## src/rtl/cnn_mem_defs.sv

```systemverilog
`default_nettype none
// ==========================================================================
// cnn_mem_defs: shared constants and FSM encoding for the CNN test memory. Rev 1.0
// ==========================================================================
package cnn_mem_defs;

  localparam int          DW      = 32;
  localparam int          AW      = 17;
  localparam int unsigned DEPTH   = 129054;
  localparam logic [AW:0] DEPTH_W = (AW + 1)'(DEPTH);

  typedef enum logic [2:0] {
    ST_IDLE  = 3'd0,
    ST_CHECK = 3'd1,
    ST_READ  = 3'd2,
    ST_DRAIN = 3'd3,
    ST_FIN   = 3'd4
  } state_t;

  // True when the block [base, base+len) runs past the last valid word.
  function automatic logic range_exceeds(input logic [AW-1:0] base,
                                         input logic [AW-1:0] len);
    logic [AW:0] sum;
    sum = {1'b0, base} + {1'b0, len};
    return (sum > DEPTH_W);
  endfunction

endpackage
`default_nettype wire

```

## src/rtl/tmr_skid_fifo.sv

```systemverilog
`default_nettype none
// ==========================================================================
// tmr_skid_fifo: 2-entry fall-through FIFO; an incoming word is visible on head
// in the cycle it is pushed when the FIFO is empty. Rev 1.0
// ==========================================================================
module tmr_skid_fifo
  import cnn_mem_defs::*;
(
  input  logic          clk,
  input  logic          rst,
  input  logic          push,
  input  logic [DW-1:0] push_data,
  input  logic          pop,
  output logic [DW-1:0] head,
  output logic          valid,
  output logic [1:0]    count
);

  logic [DW-1:0] mem_q [2];
  logic          wr_q;
  logic          rd_q;
  logic [1:0]    cnt_q;
  logic          w_empty;
  logic          w_store;
  logic          w_deq;

  assign w_empty = (cnt_q == 2'd0);
  assign valid   = !w_empty || push;
  assign head    = !w_empty ? mem_q[rd_q] : (push ? push_data : '0);
  assign count   = cnt_q;

  // A word popped in the same cycle it arrives into an empty FIFO is never stored.
  assign w_store = push && !(w_empty && pop);
  assign w_deq   = pop && !w_empty;

  always_ff @(posedge clk) begin
    if (rst) begin
      wr_q     <= 1'b0;
      rd_q     <= 1'b0;
      cnt_q    <= 2'd0;
      mem_q[0] <= '0;
      mem_q[1] <= '0;
    end else begin
      if (w_store) begin
        mem_q[wr_q] <= push_data;
        wr_q        <= ~wr_q;
      end
      if (w_deq) begin
        rd_q <= ~rd_q;
      end
      case ({w_store, w_deq})
        2'b10:   cnt_q <= cnt_q + 2'd1;
        2'b01:   cnt_q <= cnt_q - 2'd1;
        default: cnt_q <= cnt_q;
      endcase
    end
  end

endmodule
`default_nettype wire

```

## config.mk

```make
export PLATFORM = sky130hd
export DESIGN_NAME = tmr_skid_fifo
export DESIGN_NICKNAME = d
export VERILOG_FILES = /design/src/rtl/cnn_mem_defs.sv /design/src/rtl/tmr_skid_fifo.sv
export SDC_FILE = /design/constraint.sdc
export NUM_CORES = 1
export LEC_CHECK = 0
export CAP_MARGIN = 20
export CORE_ASPECT_RATIO = 2
export CORE_MARGIN = 1.5
export CORE_UTILIZATION = 45
export CTS_CLUSTER_DIAMETER = 30
export DETAILED_ROUTE_END_ITERATION = 7
export PLACE_DENSITY = 0.78
export REMOVE_ABC_BUFFERS = 1
export SLEW_MARGIN = 0
export SYNTH_ARGS = -nofsm -noshare
export SYNTH_HDL_FRONTEND = slang
export SYNTH_SLANG_ARGS = --single-unit
```

## constraint.sdc

```tcl
create_clock -name clk -period 3.4 [get_ports clk]
set_input_delay 0.68 -clock clk [delete_from_list [all_inputs] [get_ports clk]]
set_output_delay 0.68 -clock clk [all_outputs]
set_load 0.05 [all_outputs]
```

==> results of run 1 <==
registers in the layout (all words and copies together), names as in the netlist, named ones only:
name / count
wr_q: 1
rd_q: 1
count: 2
mem_q: 64
cell usage in the layout (no fill, tap or decap):
cell | Yosys | layout
a21o_1 | 1 | 1
a21oi_1 | 1 | 1
and2_1 | 45 | 45
and2_4 | 19 | 19
and3_4 | 1 | 1
and4b_4 | 1 | 1
buf_12 | 0 | 32
buf_4 | 0 | 11
clkbuf_1 | 11 | 3
clkbuf_16 | 0 | 9
clkdlybuf4s50_1 | 0 | 37
clkinv_1 | 0 | 1
clkinv_2 | 0 | 2
dfxtp_1 | 5 | 4
dfxtp_2 | 0 | 1
edfxtp_1 | 64 | 64
ha_1 | 1 | 1
inv_1 | 1 | 1
mux2i_1 | 32 | 32
nand2_1 | 1 | 1
nand3_1 | 32 | 32
nor2_1 | 4 | 4
nor2_4 | 0 | 1
nor2b_1 | 1 | 1
o21ai_0 | 34 | 34
o21bai_4 | 0 | 1
or2_1 | 1 | 1
or3_1 | 2 | 2
or3b_4 | 1 | 1
xnor2_1 | 1 | 1
xor2_1 | 2 | 2
power by group through the flow:
stage / clock, W / sequential (W) / combinational (W)
finish: 0.000788 / 0.00114 / 0.00193
global route: 0.000829 / 0.00115 / 0.00202
CTS: 0.000797 / 0.00114 / 0.00195
detailed placement: 0 / 0.00115 / 0.00194
global placement: 0 / 0.00114 / 0.00192
floorplan: 0 / 0.00119 / 0.000961
metrics by stage:
step	hold slack [ns]	utilization (%)	total power, W
after CTS	0.537	64.8	0.00389
final	0.534	64.8	0.00386
after floorplan	0.472	-	0.00215
after global placement	0.488	61.4	0.00306
after detailed placement	0.525	61.4	0.00310
after global routing	0.588	64.8	0.00400
layer usage:
metal,global-route usage [%],wire length [um],up-vias
li1,-,-,1119
met1,22.7,2760,1126
met2,33.3,4090,64
met3,3.66,269,20
met4,9.26,221,0
met5,0,0,-
worst register-to-register path, delay by kind of cell, from the launching register on:
kind,cells,cell delay [ns]
AOI/OAI and AO/OA,1,0.14
adders and majority gates,1,0.29
DFF,1,0.39
and+or+nand+nor,3,0.96
layout make-up:
type	count	area [sq um]
sequential	69	2020
fill	534	2580
timing repair buffer	80	1090
inverter	1	3.75
clock buffer	12	236
clock inverter	3	13.8
tap	92	115
multi-input combinational	182	1260
cell families (layout without fill, tap and decap cells):
kind of cell               Yosys count  count (layout)  share of synthesized area [%]
xor gates and xnor gates             3               3                          0.771
and+or+nand+nor                    109             109                           20.4
buffers and inverters               23              96                           4.18
AOI/OAI and AO/OA                   37              37                           5.58
muxes                               32              32                           9.40
adders and majority gates            1               1                          0.367
DFF                                 69              69                           59.3
worst min-delay path by stage:
stage / startpoint / end / slack (ns) / cells after the start
floorplan: rd_q / register / 0.47 / 2
global placement: rd_q / rd_q / 0.49 / 2
detailed placement: rd_q / register / 0.52 / 2
CTS: rd_q / register / 0.54 / 2
global route: rd_q / register / 0.59 / 2
finish: rd_q / register / 0.53 / 2
==> impl_metrics.tcl, run 1 <==
set metrics [dict create \
    status "finished, final reports clean" \
    worstPathRequired_ns 2.72 \
    start_kind "primary input" \
    drt-vias-per-instance 5.31 \
    p_leak_nw 1.78 \
    powerDensity_nw_per_um2 813 \
    drtIter0Drc 109 \
    crit_path_end_kind "output pin" \
    htreeDepth 3 \
    rows 44 \
    postSynthAreaPerCell_sq_um 12.4 \
    cts_num_sinks 69 \
    synth-seq-area-share_pct 59.3 \
    grt_pass1_wl_um 11700 \
    crit_path_top_delay_cell "clkdlybuf4s50_1" \
    cts_buffers 9 \
    seqPwrFrac_pct 29.4 \
    power.share.clock_pct 20.4 \
    synthesis.instances 274 \
    crit_chain "clkdlybuf4s50_1, buf_4, nand3_1, o21ai_0, buf_12" \
    postLayoutCellArea_sq_um 4750 \
    cp-endpoint "head[21]" \
    worstSetupStartpoint "push" \
    drv_slew 0 \
    die_h_um 126 \
    cts_setup_buffers 0 \
    grt_usage_pct 19.3 \
    area_growth_syn_to_layout_pct 39.2 \
    crit_path_max_fanout 36 \
    layout.cells.non_filler 439 \
    cp_top_family "buffers and inverters" \
    grt_pass1_vias 2351 \
    start_util_pct 46.5 \
    antenna_cells 0 \
    ant_nets 0 \
    p_sw_share_pct 38.3 \
    hold_path_class "reg2reg" \
    routed_wirelength_um 7340 \
    r2r-end "count[1]" \
    synthTopCellsByCount "64 x edfxtp_1, 45 x and2_1, 34 x o21ai_0" \
    critical_path_depth 5 \
    drive_above_1_share_pct 22.8 \
    grt_overflow 0 \
    fin_nets 380 \
    cts_tree "yes" \
    power_switching_w 0.00148 \
    vias 2329 \
    synthArstFlopShare_pct 0 \
    relSlewSlack_pct 67.2 \
    power_frac_comb_pct 50.1 \
    post_cts_resized 0 \
    place_area_sq_um 4500 \
    r2r_cells 5 \
    crit_buf_inv 3 \
    die_w_um 64.5 \
    hold_viol_final 0 \
    drt_first_pass_iters 4 \
    ys_warn_count 0 \
    root_buffer "clkbuf_16" \
    dp_slack_ns 0.641 \
    yosys.cell_count.top_type "edfxtp_1" \
    finClkSkew_ns 0.00525 \
    dieArea_sq_um 8140 \
    synth.largest_area_cell "edfxtp_1" \
    grt_max_degree 37 \
    synth.area.top_cells "edfxtp_1 56%, mux2i_1 9.4%, and2_1 8.3%, o21ai_0 5.0%, and2_4 4.9%" \
    maxCapViolations 0 \
    core_sq_um 7320 \
    rrSetupSlack_ns 1.55 \
    cell_internal_pwr_w 0.00238 \
    fin_crit_sh_pct 79.6 \
    path_clk_slew_ns 0.05 \
    vdd_drop_max_uv 590 \
    routabilityCongestion 0.776 \
    grt_setup_unrepaired "false" \
    synth_cell_types 27 \
    ios 71 \
    antenna_found_initial 0 \
    rr_startpoint "count[0]" \
    timing.final.crit_period_ns 2.71 \
    place_hpwl_um 4870 \
    synth_area_sq_um 3410 \
    drcViolationCount 0 \
    tightest_slew_ns 0.491 \
    synthFlopType "edfxtp_1" \
    numPortBuffers 70 \
    crit_type "in2out" \
    synth_seq_cells 69 \
    setup_tns_ns 0 \
    wl_per_cell_um 16.7 \
    arrival_ns 2.03 \
    clk_path_buf_depth 2 \
    synth_top_area_share_pct 56.4 \
    slowest_delay_ns 0.45 \
    finalWorstSetupSlack_ns 0.692 \
    setup_viol 0 \
    insertion_delay_ns 0.32 \
    placed_cells 424 \
    holdBufCountCts 0 \
    max_freq_mhz 369 \
    synth-edff-count 64 \
]
(Power assumes the default switching activity.)
==> run 2: changes to the inputs <==
Settings changed: PLACE_DENSITY 0.78 to 0.8.
Clock period 3.4 ns to 2.25 ns, I/O delays scaled along.
==> run 2 against run 1 <==
Power increased by 61%. First-iteration DRC count decreased by 47%. Clock power increased by 89%. Wire length about the same. Via count decreased by 0.90%. Critical path depth unchanged. Register-to-register slack got worse by 1.3 ns. Combinational power increased by 55%. Non-clock buffer count unchanged. Sequential power increased by 51%. Largest power group unchanged.
==> impl_metrics.tcl, run 2 (same netlist as run 1, synthesis figures left out) <==
set metrics [dict create \
    status "finished, final reports clean" \
    finClkSkew_ns 0.00367 \
    drcViolationCount 0 \
    grt_setup_unrepaired "false" \
    vias 2308 \
    core_sq_um 7320 \
    start_util_pct 46.5 \
    numPortBuffers 70 \
    dieArea_sq_um 8140 \
    slowest_delay_ns 0.58 \
    routed_wirelength_um 7350 \
    regMostFlops "mem_q" \
    fin_nets 380 \
    drv_slew 0 \
    drt-vias-per-instance 5.25 \
    mostFrequentLayoutCells "64 x edfxtp_1, 45 x and2_1, 37 x clkdlybuf4s50_1" \
    setup_tns_ns 0 \
    path_clk_slew_ns 0.06 \
    holdBufCountCts 0 \
    ios 71 \
    ant_nets 0 \
    grt_max_degree 65 \
    finalWorstSetupSlack_ns 0.0778 \
    rows 44 \
    grt_overflow 0 \
    timing.final.crit_period_ns 2.17 \
    start_kind "primary input" \
    wl_per_cell_um 16.7 \
    vdd_drop_max_uv 1430 \
    fin_crit_sh_pct 96.5 \
    largest_reg_flops 64 \
    place_hpwl_um 5010 \
    crit_type "in2out" \
    relSlewSlack_pct 36.2 \
    worstPathRequired_ns 1.80 \
    layout_commonest_cell "edfxtp_1" \
    p_leak_nw 1.83 \
    dp_slack_ns -0.175 \
    powerDensity_nw_per_um2 1270 \
    grt_pass1_wl_um 12000 \
    grt_usage_pct 19.6 \
    hold_path_class "reg2reg" \
    setup_viol 0 \
    root_buffer "clkbuf_16" \
    antenna_cells 0 \
    area_growth_syn_to_layout_pct 43.5 \
    antenna_found_initial 0 \
    clk_path_buf_depth 2 \
    die_w_um 64.5 \
    crit_buf_inv 3 \
    drt_first_pass_iters 4 \
    htreeDepth 3 \
    cts_setup_buffers 0 \
    insertion_delay_ns 0.33 \
    routabilityCongestion 0.834 \
    p_total_w 0.00619 \
    cts_tree "yes" \
    maxCapViolations 0 \
    cts_buffers 9 \
    crit_path_top_delay_cell "clkdlybuf4s50_1" \
    crit_chain "clkdlybuf4s50_1, buf_8, nand3_1, o21ai_1, buf_12" \
    hold_viol_final 0 \
    final_util_pct 66.8 \
    tightest_slew_ns 0.954 \
    crit_path_end_kind "output pin" \
    max_freq_mhz 460 \
    cts_num_sinks 69 \
    grt_pass1_vias 2443 \
    cp_top_family "buffers and inverters" \
    arrival_ns 1.72 \
    drive_above_1_share_pct 24.1 \
    drtIter0Drc 58 \
    crit_path_max_fanout 24 \
    nFillCells 520 \
    die_h_um 126 \
]
==> run 2: cell types whose count changed in the layout (fill, tap and decap cells not counted), moves of 2 or more <==
cell and change:
clkbuf_16 +3, buf_4 -5, o21ai_0 -2, buf_12 +4, clkbuf_1 -3, clkinvlp_4 +2, o21ai_1 +2
==> run 2: cell type report <==
cell class | count | area, sq um | area share (%)
sequential | 69 | 2030 | 41.4
multi-input combinational | 182 | 1260 | 25.8
timing repair buffer | 80 | 1150 | 23.5
clock buffer | 13 | 314 | 6.42
tap | 92 | 115 | 2.35
clock inverter | 3 | 20.0 | 0.409
inverter | 1 | 3.75 | 0.0768
==> run 2: per-layer routing <==
layer / up-vias / track usage, % / share of wire (%)
met3: 14 / 4.46 / 4.1
met2: 62 / 34.6 / 57
li1: 1125 / - / -
met4: 0 / 9.89 / 3.0
met5: - / 0 / 0
met1: 1107 / 21.4 / 36
==> run 2: worst min-delay path, cell delays in order, from the launching register on <==
cell and delay [ns]:
dfxtp_1 0.33, xor2_1 0.09, nor2_1 0.09
==> run 2: what timing repair did <==
action	4_1_cts	5_1_grt
endpoints found under the hold margin	0	0
endpoints found under the setup margin	2	7
gates resized for setup	1	4
==> run 2: final timing paths <==
| kind | end | cells after the start | start | slack (ns) |
|---|---|---|---|---|
| setup / recovery | head[3] | 5 | push | 0.08 |
| hold / removal | register | 2 | rd_q | 0.55 |
| setup reg to reg | mem_q[0][7] | 3 | count[0] | 0.27 |
| hold reg to reg | register | 2 | rd_q | 0.55 |
==> run 2: stage by stage <==
| stage | hold slack [ns] | instance area [sq um] | std cells |
|---|---|---|---|
| floorplan | 0.472 | 3270 | 252 |
| global placement | 0.488 | 4550 | 424 |
| detailed placement | 0.502 | 4550 | 424 |
| CTS | 0.556 | 4880 | 440 |
| global route | 0.581 | 4890 | 440 |
| finish | 0.555 | 4890 | 440 |
==> run 2: where the power goes <==
part	internal (W)	switching, W	total (W)
registers	0.00161	0.000111	0.00172
clock network	0.000975	0.000513	0.00149
logic	0.00132	0.00167	0.00299
==> RTL change (flow settings as in run 1) <==
Set the package constant `DW` to 48 (it was 32).
--- a/src/rtl/cnn_mem_defs.sv
+++ b/src/rtl/cnn_mem_defs.sv
@@ -4,7 +4,7 @@
 // ==========================================================================
 package cnn_mem_defs;
 
-  localparam int          DW      = 32;
+  localparam int          DW      = 48;
   localparam int          AW      = 17;
   localparam int unsigned DEPTH   = 129054;
   localparam logic [AW:0] DEPTH_W = (AW + 1)'(DEPTH);
Ports: changed (resized head and push_data); port bits go from 71 to 103. The function was not compared with the original's and may differ.
==> RTL change against run 1 <==
Design area grew 32%. Total power grew 26%. Register-to-register slack got worse by 190 ps. Non-clock buffer count increased by 30. Hold slack got worse by 27 ps. Global-route usage fell by 0.19 points. Routed wire length rose by 47%. Area after synthesis up 44%. Setup slack better by 0.86 ps. Sequential cell count grew 32.
==> RTL change: results (changes against run 1) <==
run status finished, final reports clean (unchanged); Fillers 843 (was 534); Port Buffers 102 (was 70); met3 Use GR 0.03455 (was 0.03661); clk tree area frac 0.04990 (was 0.05273); hpwl dp 7.013 mm (was 4.869 mm); largest net degree at the start of global routing 97 (was 37); Unique masters post-synth 30 (was 27); most instantiated cells after synthesis edfxtp_1, and2_1, o21ai_0 (unchanged); # nets final 538 (was 380); clock buf count 11 (was 12); Routability Congestion 0.7742 (was 0.7757); dpl cell area 5932 um^2 (was 4496 um^2); worst reg2reg setup slack 1360 ps (was 1550 ps); ratio of cells with drive above 1 in the final layout 0.2041 (was 0.2277); Starting DRT DRC Count 221 (was 109); Reg2Reg Depth 4 (was 5); register bit total from synthesis 101 (was 69); Critical Path Fanout Max 17 (was 36); first-pass GRT wire length 16.55 mm (was 11.74 mm); Max stage delay on crit path 650 ps (was 450 ps); multi-input combinational cell area 1769 um^2 (was 1260 um^2); Inst Count DP 611 (was 424); Worst Max-Slew Pin Slew 830.0 ps (was 491.0 ps); XOR/XNOR Fraction of Synth Area 0.005352 (was 0.007709); Total Routing Usage GR 0.1911 (was 0.1930); Area contributors post-synth edfxtp_1, and2_1, mux2i_1 (was edfxtp_1, mux2i_1, and2_1); Tap Count 137 (was 92); DP Worst Slack 614.3 ps (was 641.2 ps); per-cell routed wire length 17.22 um (was 16.72 um); max reg flops 96 (was 64); met1 Resource Use GR 0.2000 (was 0.2269); RR Endpoint mem_q[1][9] (was count[1]); hold slack final 506.4 ps (was 533.7 ps); multi-input combinational cell count 262 (was 182); mux contribution to synthesized area 0.09786 (was 0.09398); Lkg Pwr 0.002352 uW (was 0.001779 uW); Max VDD drop 0.8657 mV (was 0.5897 mV); Repair and plain buffers 110 (was 80); DRT Wirelength 10.79 mm (was 7.340 mm); Seq/total area 0.4780 (was 0.4263); Non-Clock Buffer Area Fraction 0.1607 (was 0.2304); M1 WL 4.050 mm (was 2.761 mm); Vias 3,340 (was 2,329); post-synthesis compound-gate area fraction 0.05505 (was 0.05580)
==> RTL change: cell types whose count changed after synthesis, moves of 6 or more <==
cell	run 1	this run
mux2i_1	32	48
and2_2	0	8
nand3_1	32	48
edfxtp_1	64	96
buf_2	3	9
and2_4	19	10
and2_1	45	78
o21ai_0	34	50
==> RTL change: how the worst max path moves through the flow <==
stage | start | to | slack [ps] | depth (start not counted)
after floorplan | count[0] | head[0] | -1920 | 2
after CTS | flip-flop | head[37] | 690 | 4
after detailed placement | pop | mem_q[1][33] | 610 | 5
after global placement | pop | mem_q[1][21] | 630 | 5
final | flip-flop | head[37] | 690 | 4
after global routing | flip-flop | head[37] | 600 | 4
==> RTL change: report_power, final <==
| part | switching (uW) | internal, uW |
|---|---|---|
| logic | 1490 | 685 |
| registers | 96.3 | 1550 |
| clock network | 423 | 610 |
| total | 2010 | 2840 |
==> RTL change: critical path, delay by kind of cell (launching register included) <==
kind	cells	cell delay [ps]
flops	1	650
compound gates	1	340
mux	1	100
buf+inv	2	600
